[config.mk]
export PLATFORM = sky130hd
export DESIGN_NAME = serial_pattern_tx
export DESIGN_NICKNAME = d
export VERILOG_FILES = /design/src/rtl/serial_tx_pkg.sv /design/src/rtl/serial_tx_counter.sv /design/src/rtl/serial_pattern_tx.sv
export SDC_FILE = /design/constraint.sdc
export NUM_CORES = 1
export LEC_CHECK = 0
export ABC_AREA = 1
export BUFFER_PORTS_ARGS = -buffer_cell sky130_fd_sc_hd__buf_2
export CAP_MARGIN = 20
export CORE_ASPECT_RATIO = 1.1
export CORE_MARGIN = 3
export CORE_UTILIZATION = 50
export CTS_CLUSTER_DIAMETER = 200
export DETAILED_ROUTE_END_ITERATION = 7
export PLACE_DENSITY_LB_ADDON = 0.15
export SYNTH_ARGS = -nofsm -noshare
export SYNTH_HDL_FRONTEND = slang
export SYNTH_HIERARCHICAL = 1
export SYNTH_SLANG_ARGS = --single-unit
[constraint.sdc]
create_clock -name clk -period 2.1 [get_ports clk]
set_clock_uncertainty 0.1 [all_clocks]
set_input_delay 0.315 -clock clk [delete_from_list [all_inputs] [get_ports clk]]
set_output_delay 0.315 -clock clk [all_outputs]
set_load 0.05 [all_outputs]
[src/rtl/serial_tx_pkg.sv]
// Shared types, default sizes and helpers for the serial pattern transmitter.
package serial_tx_pkg;

  localparam int unsigned DEF_WIDTH = 16;
  localparam int unsigned DEF_REP_W = 4;

  typedef enum logic [1:0] {
    ST_IDLE,
    ST_SHIFT,
    ST_DONE
  } state_t;

  // Limit a requested pattern length to the physical pattern width.
  function automatic int unsigned clamp_len(input int unsigned len,
                                            input int unsigned width);
    return (len > width) ? width : len;
  endfunction

endpackage

[src/rtl/serial_tx_counter.sv]
// Down-counter with synchronous load, saturating decrement and zero flag.
module serial_tx_counter #(
  parameter int unsigned W = 4
) (
  input  logic         clk,
  input  logic         rst_n,
  input  logic         load,
  input  logic         dec,
  input  logic [W-1:0] load_val,
  output logic [W-1:0] count,
  output logic         zero
);

  // Load has priority; decrement stops at zero so the count never wraps.
  always_ff @(posedge clk or negedge rst_n) begin
    if (!rst_n) begin
      count <= '0;
    end else if (load) begin
      count <= load_val;
    end else if (dec && (count != '0)) begin
      count <= count - W'(1);
    end
  end

  assign zero = (count == '0);

endmodule

[src/rtl/serial_pattern_tx.sv]
// Serializes a captured pattern MSB-first, repeated rep+1 times, one bit per clock.
module serial_pattern_tx
  import serial_tx_pkg::*;
#(
  parameter int unsigned WIDTH = DEF_WIDTH,
  parameter int unsigned REP_W = DEF_REP_W
) (
  input  logic                     clk,
  input  logic                     rst_n,
  input  logic                     start,
  input  logic                     abort,
  input  logic [WIDTH-1:0]         pattern,
  input  logic [$clog2(WIDTH):0]   len,
  input  logic [REP_W-1:0]         rep,
  output logic                     x,
  output logic                     x_valid,
  output logic                     busy,
  output logic                     done
);

  localparam int unsigned IDX_W = $clog2(WIDTH);
  localparam int unsigned LEN_W = IDX_W + 1;

  state_t state_q, state_d;

  logic [WIDTH-1:0] pat_q;
  logic [IDX_W-1:0] last_idx_q;

  logic [LEN_W-1:0] len_clamped;
  logic [IDX_W-1:0] start_idx;
  logic [IDX_W-1:0] idx_m1;

  logic             cap;
  logic             idx_load, idx_dec, idx_zero;
  logic [IDX_W-1:0] idx_val, idx;
  logic             pass_load, pass_dec, pass_zero;
  logic [REP_W-1:0] pass_val;
  logic [REP_W-1:0] unused_pass_cnt;

  logic x_d, x_valid_d, busy_d, done_d;

  assign len_clamped = LEN_W'(clamp_len(32'(len), WIDTH));
  assign start_idx   = IDX_W'(len_clamped - LEN_W'(1));
  assign idx_m1      = idx - IDX_W'(1);

  serial_tx_counter #(.W(IDX_W)) u_bit_idx (
    .clk      (clk),
    .rst_n    (rst_n),
    .load     (idx_load),
    .dec      (idx_dec),
    .load_val (idx_val),
    .count    (idx),
    .zero     (idx_zero)
  );

  serial_tx_counter #(.W(REP_W)) u_pass_cnt (
    .clk      (clk),
    .rst_n    (rst_n),
    .load     (pass_load),
    .dec      (pass_dec),
    .load_val (pass_val),
    .count    (unused_pass_cnt),
    .zero     (pass_zero)
  );

  // State register.
  always_ff @(posedge clk or negedge rst_n) begin
    if (!rst_n) begin
      state_q <= ST_IDLE;
    end else begin
      state_q <= state_d;
    end
  end

  // Next state, counter controls and next output values.
  // The index counter holds the position of the bit currently on x, so the
  // next bit is fetched one below it (or from the top on a pass reload).
  always_comb begin
    state_d   = state_q;
    cap       = 1'b0;
    idx_load  = 1'b0;
    idx_dec   = 1'b0;
    idx_val   = '0;
    pass_load = 1'b0;
    pass_dec  = 1'b0;
    pass_val  = '0;
    x_d       = 1'b0;
    x_valid_d = 1'b0;
    busy_d    = 1'b0;
    done_d    = 1'b0;
    unique case (state_q)
      ST_IDLE: begin
        if (start && !abort && (len != '0)) begin
          cap       = 1'b1;
          idx_load  = 1'b1;
          idx_val   = start_idx;
          pass_load = 1'b1;
          pass_val  = rep;
          x_d       = pattern[start_idx];
          x_valid_d = 1'b1;
          busy_d    = 1'b1;
          state_d   = ST_SHIFT;
        end
      end
      ST_SHIFT: begin
        if (abort) begin
          state_d = ST_IDLE;
        end else if (!idx_zero) begin
          idx_dec   = 1'b1;
          x_d       = pat_q[idx_m1];
          x_valid_d = 1'b1;
          busy_d    = 1'b1;
        end else if (!pass_zero) begin
          idx_load  = 1'b1;
          idx_val   = last_idx_q;
          pass_dec  = 1'b1;
          x_d       = pat_q[last_idx_q];
          x_valid_d = 1'b1;
          busy_d    = 1'b1;
        end else begin
          done_d  = 1'b1;
          state_d = ST_DONE;
        end
      end
      ST_DONE: begin
        state_d = ST_IDLE;
      end
      default: begin
        state_d = ST_IDLE;
      end
    endcase
  end

  // Capture registers; the reload index is stored instead of the raw length.
  always_ff @(posedge clk or negedge rst_n) begin
    if (!rst_n) begin
      pat_q      <= '0;
      last_idx_q <= '0;
    end else if (cap) begin
      pat_q      <= pattern;
      last_idx_q <= start_idx;
    end
  end

  // Registered outputs.
  always_ff @(posedge clk or negedge rst_n) begin
    if (!rst_n) begin
      x       <= 1'b0;
      x_valid <= 1'b0;
      busy    <= 1'b0;
      done    <= 1'b0;
    end else begin
      x       <= x_d;
      x_valid <= x_valid_d;
      busy    <= busy_d;
      done    <= done_d;
    end
  end

endmodule

==> impl_metrics.csv <==
group,metric,value,unit
run_status,outcome,"finished, violations left",
run_status,failed_checks,"negative hold slack",
cells_and_area,fin_nets,436,
power_and_ir_drop,power.switching,1.39,mW
critical_path,r2r_end,"u_bit_idx/count[3]",
critical_path,crit_path_cell_trace,"inv_1 -> ha_2 -> nand2_2 -> inv_1 -> inv_1 -> nor2_1 -> nand2_1 -> nand2_1 -> inv_2 -> nand3b_1 -> nand2_1 -> clkinv_1 -> nand2_1",
global_route,gr-total-overflow,0,
floorplanning,fp.dieH,77.8,um
critical_path,r2r_slack,0.23,ns
global_route,antenna_found_initial,0,
job,cap_violations,0,
critical_path,crit_end,"u_bit_idx/count[3]",
floorplanning,fp.dieW,71.3,um
sta,period_minus_slack,1.87,ns
global_route,grt_pass1_wl,9650,um
logic_synthesis,synth_top_area_share,35.2,%
route,firstDrtPassIters,4,
critical_path,crit_fanout,8,
logic_synthesis,netlist_top_cells_area,"dfrtp_1 35%, nand2_1 23%, nand3_1 7.9%",
floorplanning,dieArea,5550,sq um
critical_path,critPathKind,"flop to flop",
critical_path,crit_slowest_cell,"dfrtp_2",
logic_synthesis,ys_seq_area_share,35.2,%
power_and_ir_drop,p_int,1.79,mW
critical_path,cp.arrival,1.96,ns
clock_tree,cts.htree.levels,2,
logic_synthesis,syn_nets,402,
logic_synthesis,synth_cell_types,24,
critical_path,r2r_cells,13,
critical_path,slowest_delay,0.44,ns
power_and_ir_drop,sw_frac_of_total,43.7,%
clock_tree,cts_root_buffer,"clkbuf_8",
cells_and_area,mostFrequentLayoutCells,"145 x nand2_1, 45 x inv_1, 37 x nand3_1",
cells_and_area,mostFrequentLayoutCell,"nand2_1",
clock_tree,numCtsBuffers,5,
route,wl_per_cell,11.7,um
global_route,grt_usage,21.5,%
critical_path,cp_common_cell,"nand2_1",
sta,max_freq,534,MHz
sta,rsz0062_at_grt,"no",
power_and_ir_drop,p_comb_share,47.8,%
power_and_ir_drop,power.leakage,1.51,nW
route,drcViolationCount,0,
global_route,grt_pass1_vias,2161,
cells_and_area,area_growth,12.9,%
critical_path,cp-end-kind,"flop",
clock_tree,post_cts_buffers,0,
sta,whs,-0.00320,ns
placed_design,io_buffers,32,
logic_synthesis,syn_avg_cell_area,6.33,sq um
clock_tree,cts_resized,0,
sta,tns,0,ns
sta,tightest_slew,0.766,ns
global_route,grt.met1_usage,29.4,%
min_path,hold_path.class,"input pin to asynchronous set/reset pin",
placed_design,gp_congestion,0.884,
sta,min_period_over_period,89.2,%
critical_path,required,2.18,ns
global_route,grt_max_degree,34,
clock_tree,cts_tree,"yes",
clock_tree,cts_hold_buf,0,
route,dr.first_iter.drc_count,126,
floorplanning,start_util,53.1,%
power_and_ir_drop,clkPwrFrac,19.6,%
power_and_ir_drop,ir_drop,0.539,mV
global_route,grtUsageMet3,4.53,%
global_route,top_usage_layer,"met2",
clock_tree,clock_sinks,33,
placed_design,place_inst,451,
cells_and_area,final_cells,459,
sta,setup_viol,0,
critical_path,cp-start-kind,"flop",
critical_path,rr_startpoint,"u_bit_idx/count[1]",
logic_synthesis,yosysWarnings,6,
clock_tree,insertion_delay,0.28,ns
cells_and_area,num_antenna_cells,0,
power_and_ir_drop,seqPwrFrac,32.7,%
sta,relSlewSlack,48.9,%
route,ant_nets,0,
floorplanning,rows,25,
sta,slew_viol_final,0,
logic_synthesis,synth_seq_cells,33,
placed_design,dp_hpwl,4100,um
route,dr_total_vias,2310,
floorplanning,io_pins,33,
cells_and_area,layout-drive-gt1-share,16.5,%
floorplanning,core,4410,sq um
power_and_ir_drop,power.density,1200,nW/um^2
logic_synthesis,synth_area_leader_cell,"dfrtp_1",
route,avgViaCountPerCell,5.03,
sta,hold_violations,3,
critical_path,critPathLaunch,"u_bit_idx/count[1]",
route,routed_wl,5390,um
clock_tree,clk_pin_slew,0.07,ns
global_route,grt_use_met2,34.5,%
logic_synthesis,synth_cells,370,
clock_tree,clk_path_buf_depth,2,
logic_synthesis,synth_area,2340,sq um
[kinds of logic (layout without fill, tap and decap cells)]
group,after synthesis,in the layout,synth area share [%]
and+or+nand+nor,232,232,42.4
buffers and inverters,64,99,12.2
AOI/OAI and AO/OA,38,38,8.54
DFF,33,33,35.2
adders and majority gates,3,3,1.60
[Yosys cell counts (all sizes together)]
| library cell | number |
|---|---|
| nand2 | 154 |
| inv | 52 |
| nand3 | 39 |
| nor2 | 34 |
| dfrtp | 33 |
| o21ai | 33 |
| buf | 8 |
| nand3b | 4 |
| o211ai | 4 |
| clkinv | 3 |
| ha | 3 |
| a21oi | 1 |
| clkbuf | 1 |
| nor3 | 1 |
[worst min-delay path by stage]
| stage | from | endpoint | slack [ns] | depth (start not counted) |
|---|---|---|---|---|
| 2_1_floorplan | rst_n | busy | -0.08 | 0 |
| 6_report | rst_n | u_bit_idx/count[0] | -0.003 | 1 |
| 3_5_place_dp | rst_n | u_bit_idx/count[0] | 0.33 | 1 |
| 4_1_cts | rst_n | u_bit_idx/count[0] | 0.02 | 1 |
| 5_1_grt | rst_n | u_bit_idx/count[0] | 0.05 | 1 |
| 3_3_place_gp | rst_n | u_bit_idx/count[3] | 0.34 | 1 |
[stage by stage]
stage	hold WS [ns]	setup WS [ns]	area (sq um)	power, mW	utilization [%]
6_report	-0.00320	0.227	2650	3.18	60.0
5_1_grt	0.0487	0.0123	2650	3.52	60.0
4_1_cts	0.0189	0.159	2640	3.18	59.9
3_5_place_dp	0.327	0.182	2520	2.55	57.2
3_3_place_gp	0.336	0.192	2520	2.51	57.2
2_1_floorplan	-0.0806	0.317	2340	2.23	-
[worst max-delay path: cells and delay by family (launching register included)]
family | cells | cell delay [ns]
adder cells (fa/ha/maj) | 1 | 0.19
buffers and inverters | 5 | 0.38
flip-flops | 1 | 0.44
AND/OR/NAND/NOR | 7 | 0.67
[state kept, by name, indices dropped and copies added, names as in the netlist]
signal and count:
x 1, u_bit_idx/count 4, busy 1, pat_q 16
state_q 2, done 1, last_idx_q 4, u_pass_cnt/count 4
[cell type report]
class / instances / area, sq um
fill: 451 / 1760
multi-input combinational: 273 / 1240
sequential: 33 / 827
inverter: 55 / 209
timing repair buffer: 36 / 190
clock buffer: 7 / 86.3
tap: 54 / 67.6
clock inverter: 1 / 30.0
[power groups by stage]
stage / combinational, mW / clock [mW] / sequential [mW]
4_1_cts: 1.51 / 0.634 / 1.04
5_1_grt: 1.76 / 0.679 / 1.08
2_1_floorplan: 1.19 / 0 / 1.04
6_report: 1.52 / 0.623 / 1.04
3_3_place_gp: 1.47 / 0 / 1.04
3_5_place_dp: 1.50 / 0 / 1.05
[layer usage]
layer | vias up | wire length, um
li1 | 1210 | -
met1 | 1039 | 2500
met2 | 54 | 2540
met3 | 7 | 291
met4 | 0 | 58
met5 | - | 0
Note: power is estimated with default switching activity, not from simulation.
